### src/rtl/red_seq.sv
// rtl/red_seq.sv - multi-cycle signed byte reduction unit (sum of four bytes)
//
// Sums the four signed bytes of two 16-bit operands and returns the
// sign-extended 16-bit result four cycles after the accepting edge.
// A single 10-bit adder is time-shared across S1..S3.
//
// Ports:
//   clk    in   1  system clock, rising edge
//   rst    in   1  synchronous active-high reset
//   start  in   1  request, honoured only in IDLE or DONE
//   A      in  16  operand rs, captured on the accepting edge
//   B      in  16  operand rt, captured on the accepting edge
//   busy   out  1  high while the operation is in progress (S1..S4)
//   done   out  1  one-cycle pulse when Result becomes valid
//   Result out 16  sign-extended sum, held until the next completion
module red_seq (
  input  logic        clk,
  input  logic        rst,
  input  logic        start,
  input  logic [15:0] A,
  input  logic [15:0] B,
  output logic        busy,
  output logic        done,
  output logic [15:0] Result
);

  typedef enum logic [2:0] {
    ST_IDLE = 3'd0,
    ST_S1   = 3'd1,
    ST_S2   = 3'd2,
    ST_S3   = 3'd3,
    ST_S4   = 3'd4,
    ST_DONE = 3'd5
  } state_t;

  state_t      state;
  state_t      state_nxt;
  logic        accept;

  logic [15:0] op_a;
  logic [15:0] op_b;
  logic [8:0]  p_sum;
  logic [8:0]  q_sum;
  logic [9:0]  r_sum;
  logic [15:0] result_q;

  // Shared adder operands, steered by state.
  logic [9:0]  add_x;
  logic [9:0]  add_y;
  logic [9:0]  add_sum;

  // Next-state logic; accept is only possible from IDLE or DONE.
  always_comb begin
    state_nxt = state;
    accept    = 1'b0;
    case (state)
      ST_IDLE: begin
        if (start) begin
          accept    = 1'b1;
          state_nxt = ST_S1;
        end
      end
      ST_S1:   state_nxt = ST_S2;
      ST_S2:   state_nxt = ST_S3;
      ST_S3:   state_nxt = ST_S4;
      ST_S4:   state_nxt = ST_DONE;
      ST_DONE: begin
        if (start) begin
          accept    = 1'b1;
          state_nxt = ST_S1;
        end else begin
          state_nxt = ST_IDLE;
        end
      end
      default: state_nxt = ST_IDLE;
    endcase
  end

  // Adder input mux: high bytes in S1, low bytes in S2, partials in S3.
  always_comb begin
    add_x = 10'd0;
    add_y = 10'd0;
    case (state)
      ST_S1: begin
        add_x = {{2{op_a[15]}}, op_a[15:8]};
        add_y = {{2{op_b[15]}}, op_b[15:8]};
      end
      ST_S2: begin
        add_x = {{2{op_a[7]}}, op_a[7:0]};
        add_y = {{2{op_b[7]}}, op_b[7:0]};
      end
      ST_S3: begin
        add_x = {p_sum[8], p_sum};
        add_y = {q_sum[8], q_sum};
      end
      default: begin
        add_x = 10'd0;
        add_y = 10'd0;
      end
    endcase
  end

  assign add_sum = add_x + add_y;

  always_ff @(posedge clk) begin
    if (rst) begin
      state <= ST_IDLE;
    end else begin
      state <= state_nxt;
    end
  end

  always_ff @(posedge clk) begin
    if (rst) begin
      op_a     <= 16'd0;
      op_b     <= 16'd0;
      p_sum    <= 9'd0;
      q_sum    <= 9'd0;
      r_sum    <= 10'd0;
      result_q <= 16'd0;
    end else begin
      if (accept) begin
        op_a <= A;
        op_b <= B;
      end
      // Byte sums fit in 9 bits and the total in 10, so truncation is exact.
      if (state == ST_S1) p_sum <= add_sum[8:0];
      if (state == ST_S2) q_sum <= add_sum[8:0];
      if (state == ST_S3) r_sum <= add_sum;
      if (state == ST_S4) result_q <= {{6{r_sum[9]}}, r_sum};
    end
  end

  assign busy   = (state == ST_S1) || (state == ST_S2) ||
                  (state == ST_S3) || (state == ST_S4);
  assign done   = (state == ST_DONE);
  assign Result = result_q;

endmodule

### config.mk
export PLATFORM = sky130hd
export DESIGN_NAME = red_seq
export DESIGN_NICKNAME = d
export VERILOG_FILES = /design/src/rtl/red_seq.sv
export SDC_FILE = /design/constraint.sdc
export NUM_CORES = 1
export LEC_CHECK = 0
export ABC_AREA = 0
export CAP_MARGIN = 5
export CELL_PAD_IN_SITES_DETAIL_PLACEMENT = 1
export CELL_PAD_IN_SITES_GLOBAL_PLACEMENT = 1
export CORE_UTILIZATION = 45
export CTS_BUF_LIST = sky130_fd_sc_hd__clkbuf_4 sky130_fd_sc_hd__clkbuf_8
export DETAILED_ROUTE_END_ITERATION = 12
export PLACE_DENSITY_LB_ADDON = 0.2
export SYNTH_ARGS = -nofsm -noshare
export SYNTH_HDL_FRONTEND = slang
export SYNTH_SLANG_ARGS = --single-unit
### constraint.sdc
create_clock -name clk -period 8.09 [get_ports clk]
set_clock_uncertainty 0.1 [all_clocks]
set_input_delay 1.618 -clock clk [delete_from_list [all_inputs] [get_ports clk]]
set_output_delay 1.618 -clock clk [all_outputs]
set_load 0.005 [all_outputs]
# Word-level counts from Yosys, hierarchy flattened
# Index checks and enable logic that the tools add are counted.
# classes
addsub,1
eq_ne,6
mux,7
reduce_logical,5
# ops
operator,count
$pmux W10 S3,2
$pmux W3 S6,1
$add A10 B10 Y10,1
$eq A3 B2 Y1 const B,2
$eq A3 B3 Y1 const B,2
$eq A3 B1 Y1 const B,1
$logic_not A3 Y1,1
$logic_or A1 B1 Y1,3
$mux W1,3
$mux W3,1
$ne A2 B2 Y1 const B,1
$reduce_or A2 Y1,1
# totals
regBits,73
input_bits,35
elab_cells,26

# Depth between registers and ports, before layout
# depth
ltp_word,4
mapped_depth,14
mapped_depth_nobuf,11

# Worst setup path after synthesis
# OpenSTA, ideal clock, no wires.
# synth_path
path_type,register -> register
startpoint,reg state[0]
endpoint,reg p_sum[6]
arrival_time_ns,2.621
slack_ns,5.239
path_stages_with_launch,15
path_buffers,3
synth_period_minus_slack_ns,2.851
path_cell_list,dfxtp_1 buf_2 buf_2 clkbuf_1 nand2_1 nor2_1 a21oi_1 nor2_1 ha_1 inv_1 fa_1 nand2b_1 a21o_1 a311oi_1 o21ai_1
# synth_via
elab_chain_len,3
# synth_lines
item,line_no,text
"start, declared",36,state_t state;
"start signal, assigned",109,state <= state_nxt;
$eq A3 B2 Y1 / $eq A3 B1 Y1 (equally long branches),"83, 127",
$pmux W10 S3,83,case (state)
$add A10 B10 Y10,103,assign add_sum = add_x + add_y;
"end signal, assigned",127,if (state == ST_S1) p_sum <= add_sum[8:0];
"end, declared",42,logic [8:0] p_sum;
# Parallel ways exist; a longest one is shown, timed or not.
# A chain may end at the register's enable or synchronous reset.

# Final worst setup path
# layout_path
startpoint,reg state[0]
endpoint,out done
# layout_via
elab_chain_len,1
# layout_lines
item,line_no,text
$eq A3 B3 Y1,136,assign done = (state == ST_DONE);
"end, declared",23,"output logic done,"
# No other way between the ends.

==> flow_summary.json <==
{
  "outcome": "finished clean",
  "synth_top_area_share_pct": 39.0,
  "synth_nets": 527,
  "final_util_pct": 56.0,
  "final_max_slew_viol_count": 0,
  "dpl-instance-area_sq_mm": 0.00423,
  "finalNetCount": 553,
  "cts_resized": 0,
  "num_vias": 3367,
  "ant_nets": 0,
  "fill_cells": 983,
  "wirelength_um": 9680,
  "grt_pass1_wl_um": 16500,
  "die-area_sq_mm": 0.00870,
  "wl_per_cell_um": 15.8,
  "rsz0062_at_grt": "no",
  "syn_avg_cell_area_sq_um": 7.78,
  "clk_latency_ns": 0.34,
  "portBuffers": 52,
  "synthTopCellsByCount": "nand2_1 (124), dfxtp_1 (73), a21oi_1 (72)",
  "drc": 0,
  "fin_ws_ns": 4.34,
  "finalHoldViolCount": 0,
  "dpl.hpwl_um": 6780,
  "report.final.setup_viol": 0,
  "core_sq_mm": 0.00789,
  "tns_ns": 0,
  "timing_worst_slew_pin_value_ns": 1.15,
  "max_freq_mhz": 267,
  "path_class": "flip-flop to output port",
  "multi_input_area_sq_mm": 0.00208,
  "antenna_cells": 0,
  "synth.distinct_cells": 53,
  "drive_above_1_share_pct": 8.20,
  "synth_edf_count": 0,
  "postCtsHoldBufs": 0,
  "clock-sinks": 73,
  "grt-busiest-layer": "met2",
  "p_leak_nw": 1.65,
  "yosys_warnings": 0,
  "worst-path-max-fanout": 45,
  "antenna_found_initial": 0,
  "worstPathRequired_ns": 6.37,
  "netlist_area_sq_mm": 0.00375,
  "fin_crit_sh_pct": 46.4,
  "power.density_mw_per_mm2": 190,
  "cts_tree": "yes",
  "use_met2_pct": 42.5,
  "synth-async-reset-ratio_pct": 0,
  "grt_max_degree": 85,
  "synth_most_common_cell": "nand2_1",
  "via_per_inst": 5.48,
  "hp-class": "flip-flop to flip-flop",
  "cts_setup_buffers": 0,
  "crit_path_end_kind": "output port",
  "syn_inst": 482,
  "numCtsBuffers": 9,
  "synth.area.top_cells": "dfxtp_1 (39%), nand2_1 (12%), a21oi_1 (9.6%), nor2_1 (3.6%), ha_1 (3.0%)",
  "grt_pass1_vias": 3461,
  "dr.pass1.iters": 4,
  "clockBufferDepth": 2,
  "htree_levels": 3,
  "overflow": 0,
  "yosys_most_used_dff": "dfxtp_1",
  "cap_viol_max_count": 0,
  "root_buffer": "clkbuf_8",
  "regArea_sq_mm": 0.00146,
  "gp_congestion": 0.847,
  "fin_area_sq_mm": 0.00442,
  "ys_seq_area_share_pct": 39.0,
  "place_ws_ns": 4.38,
  "die_x_um": 93.3,
  "first_iter_violations": 132,
  "period_needed_ns": 3.75,
  "grt.met1_usage_pct": 30.2,
  "start_util_pct": 47.6,
  "io_pins": 53,
  "path_clk_slew_ns": 0.08,
  "grtUsageMet3_pct": 4.31,
  "die_h_um": 93.3,
  "slew_headroom_pct": 23.2,
  "ir_drop_uv": 78.9,
  "grt_usage_pct": 24.2,
  "area_growth_pct": 17.8,
  "arrival_ns": 2.03,
  "ys_ff_latch": 73,
  "rrSetupSlack_ns": 4.90,
  "row_count": 32,
  "startpoint_type": "flip-flop",
  "synth.largest_area_cell": "dfxtp_1"
}
report_power, final:
part           total, mW  internal [mW]  leakage, nW  switching (mW)
combinational      0.166         0.0648        0.953           0.102
clock              0.279          0.146       0.0998           0.132
sequential         0.393          0.382        0.594          0.0113
total              0.838          0.593         1.65           0.245
cells in the final DEF, fill, tap and decap left out, drive strengths merged, types with 2 or more instances in the layout:
cell type / instances
nand3: 3
or3b: 2
a21oi: 72
nand2b: 2
a211oi: 3
nor2b: 7
or2: 2
o21ai: 10
ha: 9
and2: 6
nor2: 36
a31oi: 2
o211ai: 10
a311oi: 4
mux2: 14
a211o: 2
clkinv: 3
xnor2: 4
nor3: 6
nand3b: 13
nor3b: 4
clkbuf: 11
buf: 5
and3b: 2
o21a: 2
a21o: 6
inv: 6
or3: 2
a2111oi: 4
dfxtp: 73
o31ai: 3
nand2: 124
clkdlybuf4s50: 51
worst paths after layout:
path,startpoint,cells past startpoint,end
max,state[0],4,done
max reg2reg,state[0],11,p_sum[6]
min reg2reg,r_sum[7],2,Result[7]
min,r_sum[7],2,Result[7]
critical path, cell delays in order (launching register included):
cell	delay, ns
dfxtp_1	0.31
buf_4	0.42
nor2b_1	0.30
and2_1	0.16
clkdlybuf4s50_1	0.49
layer usage:
| metal | up-vias | wire length [um] |
|---|---|---|
| met5 | - | 0 |
| met4 | 0 | 101 |
| met1 | 1615 | 4590 |
| met3 | 8 | 256 |
| met2 | 54 | 4730 |
| li1 | 1690 | - |
stage by stage:
stage / hold slack, ns / instances / power (mW)
after global placement: 0.343 / 599 / 0.562
after CTS: 0.358 / 614 / 0.847
final: 0.352 / 614 / 0.838
after detailed placement: 0.349 / 599 / 0.569
after global routing: 0.375 / 614 / 0.887
after floorplan: 0.332 / 482 / 0.517
flip-flops by register name (all words and copies together) (netlist names):
signal,count
Result,10
op_a,16
q_sum,9
op_b,16
state,3
p_sum,9
r_sum,10
cells by family after synthesis:
group / share of synthesized area (%)
buffers and inverters: 5.67
muxes: 4.20
xor gates and xnor gates: 0.934
and+or+nand+nor: 25.8
DFF: 39.0
AOI/OAI and AO/OA: 20.9
adders and majority gates: 3.54
layout make-up:
type | count | share of cell area, %
Multi-Input combinational cell | 362 | 47.0
Clock buffer | 11 | 3.14
Sequential cell | 73 | 33.1
Inverter | 6 | 0.510
Clock inverter | 4 | 1.02
Timing Repair Buffer | 56 | 12.3
Tap cell | 102 | 2.89
Power figures use the tool's default switching activity.
